**src/rtl/jk_ff_monitor.sv**
```systemverilog
// jk_ff_monitor: passive response checker for a single jk_ff instance.
// Holds a golden JK model of the observed flop, compares q/qbar against it
// on every clock edge while checking, and reports a registered error pulse,
// a sticky fail flag, the first error code and saturating cycle/error counters.
// The monitor only observes; nothing here drives the flop under check.
module jk_ff_monitor #(
    parameter int CNT_W       = 8,
    parameter bit STOP_ON_ERR = 1'b0
) (
    input  logic             clk,
    input  logic             clr,
    input  logic             en,
    input  logic             j,
    input  logic             k,
    input  logic             dut_clr,
    input  logic             dut_preset,
    input  logic             q,
    input  logic             qbar,
    output logic             model_q,
    output logic             model_vld,
    output logic             err,
    output logic [1:0]       err_code,
    output logic [1:0]       first_code,
    output logic             fail,
    output logic [CNT_W-1:0] chk_cnt,
    output logic [CNT_W-1:0] err_cnt,
    output logic [1:0]       state
);

    typedef enum logic [1:0] {
        ST_IDLE  = 2'b00,
        ST_SYNC  = 2'b01,
        ST_CHECK = 2'b10,
        ST_FAIL  = 2'b11
    } state_t;

    // Golden flop next state: clear beats preset, then the JK table.
    function automatic logic jk_next(input logic cur, input logic jj, input logic kk,
                                     input logic dclr, input logic dpre);
        logic nxt;
        if (!dclr) begin
            nxt = 1'b0;
        end else if (!dpre) begin
            nxt = 1'b1;
        end else begin
            case ({jj, kk})
                2'b00:   nxt = cur;
                2'b01:   nxt = 1'b0;
                2'b10:   nxt = 1'b1;
                2'b11:   nxt = ~cur;
                default: nxt = cur;
            endcase
        end
        return nxt;
    endfunction

    // Counter increment that sticks at all-ones instead of wrapping.
    function automatic logic [CNT_W-1:0] sat_inc(input logic [CNT_W-1:0] v);
        logic [CNT_W-1:0] r;
        if (&v) begin
            r = v;
        end else begin
            r = v + {{(CNT_W-1){1'b0}}, 1'b1};
        end
        return r;
    endfunction

    state_t           state_r, state_nxt_s;
    logic             model_q_r, model_q_nxt_s;
    logic             model_vld_r, model_vld_nxt_s;
    logic             err_r, err_nxt_s;
    logic [1:0]       err_code_r, err_code_nxt_s;
    logic [1:0]       first_code_r, first_code_nxt_s;
    logic             fail_r, fail_nxt_s;
    logic [CNT_W-1:0] chk_cnt_r, chk_cnt_nxt_s;
    logic [CNT_W-1:0] err_cnt_r, err_cnt_nxt_s;
    logic             exp_q_s;
    logic [1:0]       code_s;
    logic             model_step_s;

    // Expected q this edge: async forces of the checked flop act immediately,
    // otherwise the flop must still show what the model registered last edge.
    always_comb begin
        exp_q_s      = model_q_r;
        model_step_s = jk_next(model_q_r, j, k, dut_clr, dut_preset);
        if (!dut_clr) begin
            exp_q_s = 1'b0;
        end else if (!dut_preset) begin
            exp_q_s = 1'b1;
        end else begin
            exp_q_s = model_q_r;
        end
        code_s = {(qbar != ~q), (q != exp_q_s)};
    end

    // FSM next state and next values of every status register.
    always_comb begin
        state_nxt_s      = state_r;
        model_q_nxt_s    = model_q_r;
        model_vld_nxt_s  = model_vld_r;
        err_nxt_s        = 1'b0;
        err_code_nxt_s   = 2'b00;
        first_code_nxt_s = first_code_r;
        fail_nxt_s       = fail_r;
        chk_cnt_nxt_s    = chk_cnt_r;
        err_cnt_nxt_s    = err_cnt_r;
        case (state_r)
            ST_IDLE: begin
                model_vld_nxt_s = 1'b0;
                if (en) begin
                    state_nxt_s = ST_SYNC;
                end else begin
                    state_nxt_s = ST_IDLE;
                end
            end
            ST_SYNC: begin
                if (!en) begin
                    state_nxt_s     = ST_IDLE;
                    model_vld_nxt_s = 1'b0;
                end else if (!dut_clr || !dut_preset) begin
                    // A forced reset/preset is the first point the flop state is known.
                    state_nxt_s     = ST_CHECK;
                    model_q_nxt_s   = model_step_s;
                    model_vld_nxt_s = 1'b1;
                end else begin
                    state_nxt_s = ST_SYNC;
                end
            end
            ST_CHECK: begin
                if (!en) begin
                    state_nxt_s     = ST_IDLE;
                    model_vld_nxt_s = 1'b0;
                end else begin
                    model_q_nxt_s = model_step_s;
                    chk_cnt_nxt_s = sat_inc(chk_cnt_r);
                    if (code_s != 2'b00) begin
                        err_nxt_s      = 1'b1;
                        err_code_nxt_s = code_s;
                        err_cnt_nxt_s  = sat_inc(err_cnt_r);
                        fail_nxt_s     = 1'b1;
                        if (!fail_r) begin
                            first_code_nxt_s = code_s;
                        end else begin
                            first_code_nxt_s = first_code_r;
                        end
                        if (STOP_ON_ERR) begin
                            state_nxt_s = ST_FAIL;
                        end else begin
                            state_nxt_s = ST_CHECK;
                        end
                    end else begin
                        state_nxt_s = ST_CHECK;
                    end
                end
            end
            ST_FAIL: begin
                // Everything frozen; only the monitor reset leaves this state.
                state_nxt_s = ST_FAIL;
            end
            default: begin
                state_nxt_s     = ST_IDLE;
                model_vld_nxt_s = 1'b0;
            end
        endcase
    end

    // FSM state register.
    always_ff @(posedge clk or negedge clr) begin
        if (!clr) begin
            state_r <= ST_IDLE;
        end else begin
            state_r <= state_nxt_s;
        end
    end

    // Model, error and counter registers.
    always_ff @(posedge clk or negedge clr) begin
        if (!clr) begin
            model_q_r    <= 1'b0;
            model_vld_r  <= 1'b0;
            err_r        <= 1'b0;
            err_code_r   <= 2'b00;
            first_code_r <= 2'b00;
            fail_r       <= 1'b0;
            chk_cnt_r    <= {CNT_W{1'b0}};
            err_cnt_r    <= {CNT_W{1'b0}};
        end else begin
            model_q_r    <= model_q_nxt_s;
            model_vld_r  <= model_vld_nxt_s;
            err_r        <= err_nxt_s;
            err_code_r   <= err_code_nxt_s;
            first_code_r <= first_code_nxt_s;
            fail_r       <= fail_nxt_s;
            chk_cnt_r    <= chk_cnt_nxt_s;
            err_cnt_r    <= err_cnt_nxt_s;
        end
    end

    assign model_q    = model_q_r;
    assign model_vld  = model_vld_r;
    assign err        = err_r;
    assign err_code   = err_code_r;
    assign first_code = first_code_r;
    assign fail       = fail_r;
    assign chk_cnt    = chk_cnt_r;
    assign err_cnt    = err_cnt_r;
    assign state      = state_r;

endmodule

```
**config.mk**
```make
export PLATFORM = sky130hd
export DESIGN_NAME = jk_ff_monitor
export DESIGN_NICKNAME = d
export VERILOG_FILES = /design/src/rtl/jk_ff_monitor.sv
export SDC_FILE = /design/constraint.sdc
export NUM_CORES = 1
export LEC_CHECK = 0
export ABC_AREA = 1
export ABC_CLOCK_PERIOD_IN_PS = 1600
export CORE_MARGIN = 1.5
export CORE_UTILIZATION = 48
export CTS_CLUSTER_SIZE = 8
export DETAILED_ROUTE_END_ITERATION = 6
export PLACE_DENSITY = 0.76
export SETUP_SLACK_MARGIN = 0.2
export SLEW_MARGIN = 20
export SYNTH_ARGS = -nofsm -noshare
export SYNTH_HDL_FRONTEND = slang
export SYNTH_SLANG_ARGS = --single-unit
```
**constraint.sdc**
```tcl
create_clock -name clk -period 1.6 [get_ports clk]
set_input_delay 0.32 -clock clk [delete_from_list [all_inputs] [get_ports clk]]
set_output_delay 0.32 -clock clk [all_outputs]
set_load 0.02 [all_outputs]
```
# Yosys cells after proc, flatten, opt, wreduce, memory -nomap -nowiden
# Cells that the tools add are included.
# totals
regBits	26
wordCells	69
in_bits	9
# op_classes
bitwise_logic	5
addsub	2
reduce_logical	16
eq_ne	13
n_mux	24
# op_table
cell	n
8-bit by 1-bit adder with 8-bit output, second input constant	2
8-bit AND reduction	2
1-bit 2-to-1 mux	14
2-bit 2-to-1 mux	6
4-bit AND reduction	3
3-bit AND reduction	3
2-bit == test, second input constant	4
2-bit inequality test, second input constant	4
2-bit case mux with 4 select lines	1
1-bit inverter	5
2-bit by 1-bit == test with 1-bit output, second input constant	2
2-bit zero test	2
1-bit case mux with 4 select lines	1
2-bit nonzero test	2
3-bit inequality test, second input constant	1
1-bit case mux with 3 select lines	1
3-bit nonzero test	1
1-bit zero test	2
1-bit inequality test	2
1-bit case mux with 2 select lines	1
1-bit logical OR	1

# Depth between registers and ports, before layout
# Gate-level depths: netlist of the first run.
# logic_depth
ltp_word	7
depth_mapped	8
depth_no_buf	8

# Least setup slack after synthesis of the first run
# OpenSTA, ideal clock, no wires.
# synth_timing
kind	reg-to-reg
start	register chk_cnt_r[0], in the netlist chk_cnt[0]
end	register chk_cnt_r[6], in the netlist chk_cnt[6]
setup_time_ns	0.126
required_time_ns	1.474
period_less_slack_ns	1.429
path_stages_with_launch	8
setup_slack_ns	0.171
arrival_ns	1.303
path_cell_list	dfrtp_1 ha_1 nand3_2 nor2_4 nand3_2 nand2_2 buf_6 o21ai_0
# synth_between
elab_chain_len	3
word_cells_on_any_way	4
cone_classes	1 x add/sub; 1 x bitwise; 2 x reduce/logical
# synth_lines
element	line_no	rtl
start, declared	75	logic [CNT_W-1:0] chk_cnt_r, chk_cnt_nxt_s;
start signal, assigned	185	chk_cnt_r <= {CNT_W{1'b0}};
start signal, assigned	194	chk_cnt_r <= chk_cnt_nxt_s;
parallel branches: the longest is 3 deep, another holds 8-bit by 1-bit adder with 8-bit output	n/a	
# Parallel ways; which one is timed is not known.
# A chain may end at the register's enable or synchronous reset.

# Worst setup path in the final report of the first run
# layout_timing
start	input q
end	register err_r, in the netlist err
# layout_between
elab_chain_len	6
word_cells_on_any_way	7
cone_classes	2 x eq/ne; 3 x mux; 1 x bitwise; 1 x reduce/logical
# layout_lines
element	line_no	rtl
start, declared	17	input logic q,
1-bit inverter	93	code_s = {(qbar != ~q), (q != exp_q_s)};
1-bit inequality test	93	
2-bit nonzero test *	136	if (code_s != 2'b00) begin
1-bit 2-to-1 mux *	136	
1-bit 2-to-1 mux *	130	if (!en) begin
1-bit 2-to-1 mux *	107	case (state_r)
end signal, assigned	190	err_r <= err_nxt_s;
end, declared	71	logic err_r, err_nxt_s;
# Every way passes the cells marked *; elsewhere a longest branch is shown, timed or not.

==> results of run 1 <==
-- report_power, final --
part           internal, W  total [W]  switching (W)  leakage (nW)
Sequential        0.000659   0.000659    0.000000720         0.322
Clock            0.0000975   0.000289       0.000192        0.0150
Combinational    0.0000368  0.0000839      0.0000471         0.690
-- synthesized netlist by cell type --
cell type  instances  area share [%]
ha_1               2             1.8
xnor2_1            9             5.7
o211ai_1           1            0.54
xor2_1             2             1.3
nand3_2            5             3.6
inv_1             17             4.6
o21ai_2            1            0.63
nand3_1           20             7.2
nand4_1            3             1.4
a22oi_1            1            0.54
a21oi_1            1            0.36
dfrtp_1           26              47
nor2_4             2             1.6
nor2_1             8             2.2
o21ai_0            6             2.2
nand3b_1           1            0.54
nand2_2            2            0.90
nand2_1           63              17
inv_2              1            0.27
buf_6              1            0.81
-- cell families after synthesis --
kind of cell / share of synthesized area, %
AO/OA/AOI/OAI: 4.24
XOR/XNOR: 6.94
adder cells (fa/ha/maj): 1.80
buffers and inverters: 5.68
flip-flops: 46.9
AND/OR/NAND/NOR: 34.4
-- state kept, by name (all words and copies together), names as in the netlist --
| register | count |
|---|---|
| err_cnt | 8 |
| state | 2 |
| err_code | 2 |
| model_vld | 1 |
| model_q | 1 |
| first_code | 2 |
| err | 1 |
| fail | 1 |
| chk_cnt | 8 |
-- worst paths after layout --
kind / startpoint / to / slack [ns] / depth (start not counted)
setup / recovery: q / err / 0.19 / 6
hold / removal: clr / err_cnt[6] / 0.34 / 2
setup reg to reg: state[0] / err_cnt[5] / 0.24 / 7
hold reg to reg: first_code[1] / first_code[1] / 0.49 / 2
max in group asynchronous: clr / err_cnt[4] / 0.98 / 2
min in group clk: first_code[1] / first_code[1] / 0.49 / 2
-- final cells by class --
class                           instances  area (um2)
Inverter                               18        67.6
Clock buffer                            4        26.3
Tap cell                               31        38.8
Sequential cell                        26         666
Timing Repair Buffer                   60         480
Fill cell                             194         731
Multi-Input combinational cell        128         748
-- metal layers --
metal,vias up,global-route usage [%]
li1,681,-
met1,666,25.8
met2,45,38.4
met3,7,2.30
met4,0,10.6
met5,-,0
-- timing repair --
action | CTS | global route
gates cloned | 0 | 1
buffers inserted | 7 | 10
endpoints found under the setup margin | 39 | 36
gates resized for setup | 52 | 35
pin swaps | 4 | 5
-- through the flow --
step,utilization [%],hold slack (ns),power [W],std cells,cell area (um2)
global route,73.5,0.351,0.00108,267,2030
CTS,69.7,0.348,0.00103,256,1920
finish,73.5,0.342,0.00103,267,2030
detailed placement,66.3,0.463,0.000747,245,1830
global placement,66.3,0.458,0.000744,245,1830
floorplan,-,0.0244,0.000694,172,1390
-- cells in the final DEF, fill, tap and decap left out, types with 2 or more instances in the layout --
cell and instances:
clkbuf_2 5, xnor2_1 9, inv_2 2, buf_2 5, buf_4 26, nand2_1 62, dfrtp_2 12, ha_4 2
nand4_1 3, clkdlybuf4s50_1 8, nand2_4 2, nor2_1 7, nand3_4 3, nor2_4 3, nand2_2 2, clkdlybuf4s15_2 4
clkbuf_4 3, clkdlybuf4s15_1 4, o21ai_0 6, nand3_2 3, inv_1 16, nand3_1 19, dlygate4sd2_1 8, dfrtp_1 14
==> impl_metrics.tcl, run 1 <==
set metrics [dict create \
    status "completed" \
    dp_hpwl_um 2360 \
    min_path_type "input port to asynchronous set/reset pin" \
    drt_first_pass_iters 4 \
    via_per_inst 5.24 \
    postCtsHoldBufs 0 \
    ctsHtreeMaxLevel 1 \
    crit_type "input port to flop" \
    power-per-cell-area_nw_per_um2 509 \
    cp_num_buf_inv 3 \
    seq_area_frac_synth_pct 46.9 \
    fin_ws_ns 0.186 \
    rsz0062_at_grt "yes" \
    initial_core_util_pct 50.3 \
    finalMaxSlewViolations 0 \
    tightest_slew_ns 0.330 \
    worstSkewPairLatency_ns 0.32 \
    drtIter0Drc 57 \
    grt_pass1_vias 1301 \
    cp.required_ns 1.82 \
    fin_setup_tns_ns 0 \
    drt-met1-wl_um 1510 \
    crit_family "buffers and inverters" \
    finalCritPeriodShare_pct 88.4 \
    synth_cells 172 \
    irDropWorstVdd_mv 0.368 \
    grt_pass1_wl_um 5460 \
    start_kind "input port" \
    dieArea_um2 3220 \
    routed_wl_um 3710 \
    syn_area_um2 1390 \
    syn_avg_cell_area_um2 8.07 \
    clock_skew_ns 0.0137 \
    tritoncts "built" \
    slowest_delay_ns 0.58 \
    met3_wirelength_um 178 \
    dieHeight_um 56.8 \
    maxCapViolations 0 \
    cp_common_cell "nand2_2" \
    crit_arrival_ns 1.63 \
    cts_sinks 26 \
    num_vias 1399 \
    die_w_um 56.8 \
    diodes 0 \
    antenna_found_initial 0 \
    gp_congestion 0.822 \
    worstPathCellList "clkdlybuf4s50_1, xor2_2, inv_1, nand2_2, nand2_2, buf_4" \
    slew_headroom_pct 78.0 \
    grt_use_total_pct 21.6 \
    ant_nets 0 \
    fmax_ghz 0.707 \
    crit_slowest_cell "clkdlybuf4s50_1" \
    hold_violations 0 \
    crit_fanout 5 \
    nets 248 \
    dpl_worst_slack_ns -0.162 \
    drc 0 \
    top_layer "met4" \
    setup_violations 0 \
    layout-drive-gt1-share_pct 31.8 \
    ioPinCount 35 \
    core_area_um2 2760 \
    yosys_warnings 0 \
    wl_per_cell_um 13.9 \
    cts_buffers 3 \
    portBuffers 34 \
    synth.distinct_cells 20 \
    areaGrowthSynthToFinish_pct 46.1 \
    layout_min_cycle_time_ns 1.41 \
    rows 19 \
    end_kind "flop" \
    grt-ovfl-total 0 \
    wl_met2_um 1950 \
    grt_max_degree 27 \
    ys_seq_elements 26 \
    cts.clk_slew.worst_paths_ns 0.15 \
    syn-num-nets 183 \
    leakage_nw 1.03 \
    clockBufferDepth 2 \
    root_buffer "clkbuf_4" \
]
Power figures use the tool's default switching activity.
==> run 2, diff against run 1 <==
CORE_MARGIN = 1   (was 1.5)
==> run 2 against run 1 <==
Core utilization decreased by 0.32 points. Maximum frequency is 1.0% higher. Critical path depth down 4. Cell count unchanged. Global-route usage is 1.3 points higher. Clock power hardly changed. Hold slack better by 0.0038 ns. Via count shrank 0.21%. Cell area shrank 0.43%. Flip-flop and latch count unchanged. Largest cell class unchanged. Non-clock buffer count is the same. Clock-buffer cell count stayed put. Highest routed layer unchanged.
==> impl_metrics.tcl, run 2 (synthesized netlist as in run 1, its figures left out) <==
set metrics [dict create \
    layout-drive-gt1-share_pct 30.5 \
    end_kind "output port" \
    rows 19 \
    drtIter0Drc 62 \
    clockBufferDepth 2 \
    crit_type "flop to output port" \
    drt_first_pass_iters 4 \
    ant_nets 0 \
    power.switching_w 0.000237 \
    final_common_cell "nand2_1" \
    rsz0062_at_grt "yes" \
    p_clk_share_pct 27.8 \
    start_kind "flop" \
    ioPinCount 35 \
    crit_arrival_ns 1.08 \
    wl_per_cell_um 13.5 \
    fin_util_pct 73.2 \
    die_w_um 55.8 \
    grt_pass1_vias 1324 \
    sequentialPowerShare_pct 64.1 \
    worstSkewPairLatency_ns 0.33 \
    routed_wl_um 3620 \
    tightest_slew_ns 0.333 \
    cts_sinks 26 \
    power_w 0.00103 \
    cts.clk_slew.worst_paths_ns 0.15 \
    cts_buffers 3 \
    gp_congestion 0.847 \
    tritoncts "built" \
    grt-ovfl-total 0 \
    root_buffer "clkbuf_4" \
    grt_max_degree 27 \
    via_per_inst 5.23 \
    crit_fanout 3 \
    maxCapViolations 0 \
    dp_hpwl_um 2290 \
    min_path_type "input port to asynchronous set/reset pin" \
    finalCritPeriodShare_pct 87.5 \
    finalNonFillerCells 267 \
    leakage_nw 1.03 \
    dieHeight_um 55.8 \
    dp_cells 245 \
    areaGrowthSynthToFinish_pct 45.4 \
    finish.instance_area_um2 2020 \
    nets 248 \
    fmax_ghz 0.714 \
    irDropWorstVdd_mv 0.537 \
    setup_violations 0 \
    status "completed" \
    initial_core_util_pct 50.3 \
    finalMaxSlewViolations 0 \
    core_area_um2 2760 \
    dieArea_um2 3110 \
    power-per-cell-area_nw_per_um2 510 \
    slew_headroom_pct 77.8 \
    cp.required_ns 1.28 \
    diodes 0 \
    layout_min_cycle_time_ns 1.40 \
    intPower_w 0.000792 \
    swShare_pct 23.0 \
    grt_use_total_pct 22.9 \
    post_dp_cell_area_um2 1830 \
    grt_pass1_wl_um 5660 \
    combPwrFrac_pct 8.1 \
    portBuffers 34 \
    hold_violations 0 \
    final_cell_mix "63 x nand2_1, 25 x buf_4, 19 x dfrtp_1, 18 x nand3_1, 16 x inv_1" \
    clock_skew_ns 0.0200 \
    postCtsHoldBufs 0 \
    num_vias 1396 \
    drc 0 \
    antenna_found_initial 0 \
    ctsHtreeMaxLevel 1 \
]
run 2: routing by layer:
metal / track usage, % / vias up / wire length [um]
met5: 0 / - / 0
met3: 2.79 / 8 / 176
met2: 42.5 / 46 / 1860
li1: - / 681 / -
met1: 27.5 / 661 / 1520
met4: 7.14 / 0 / 66
run 2: repair_timing:
| action | 4_1_cts | 5_1_grt |
|---|---|---|
| pin swaps | 2 | 6 |
| gates cloned | 0 | 1 |
| endpoints found under the setup margin | 40 | 33 |
| setup buffers | 9 | 8 |
| gates resized for setup | 55 | 29 |
run 2: power groups by stage:
stage	clock [W]	combinational, W	sequential (W)
after detailed placement	0	0.0000771	0.000672
after floorplan	0	0.0000200	0.000674
after global routing	0.000318	0.0000931	0.000660
final	0.000286	0.0000837	0.000659
after CTS	0.000294	0.0000771	0.000659
after global placement	0	0.0000741	0.000672
run 2: final cells by class:
class	instances	area (um2)
tap	31	38.8
fill	207	739
clock buffer	4	26.3
sequential	26	659
multi-input combinational	128	736
inverter	18	67.6
timing repair buffer	60	490
run 2: worst paths after layout:
path / from / to / slack (ns) / cells after the start
max: chk_cnt[0] / chk_cnt[0] / 0.20 / 2
min: clr / err_cnt[1] / 0.35 / 2
max reg2reg: err_cnt[0] / err_cnt[2] / 0.23 / 7
min reg2reg: first_code[1] / first_code[1] / 0.49 / 2
max in group asynchronous: clr / state[0] / 0.97 / 2
min in group clk: first_code[1] / first_code[1] / 0.49 / 2
run 2: critical path, cell delays in order, from the launching register on:
cell	delay, ns
dfrtp_2	0.46
buf_4	0.14
buf_2	0.15
run 2: metrics by stage:
step | TNS, ns | hold slack (ns) | setup slack [ns]
after floorplan | 0 | 0.0244 | 0.230
after global placement | -0.435 | 0.459 | -0.0550
after detailed placement | -0.815 | 0.462 | -0.0956
after CTS | 0 | 0.356 | 0.113
after global routing | 0 | 0.382 | 0.146
final | 0 | 0.346 | 0.200
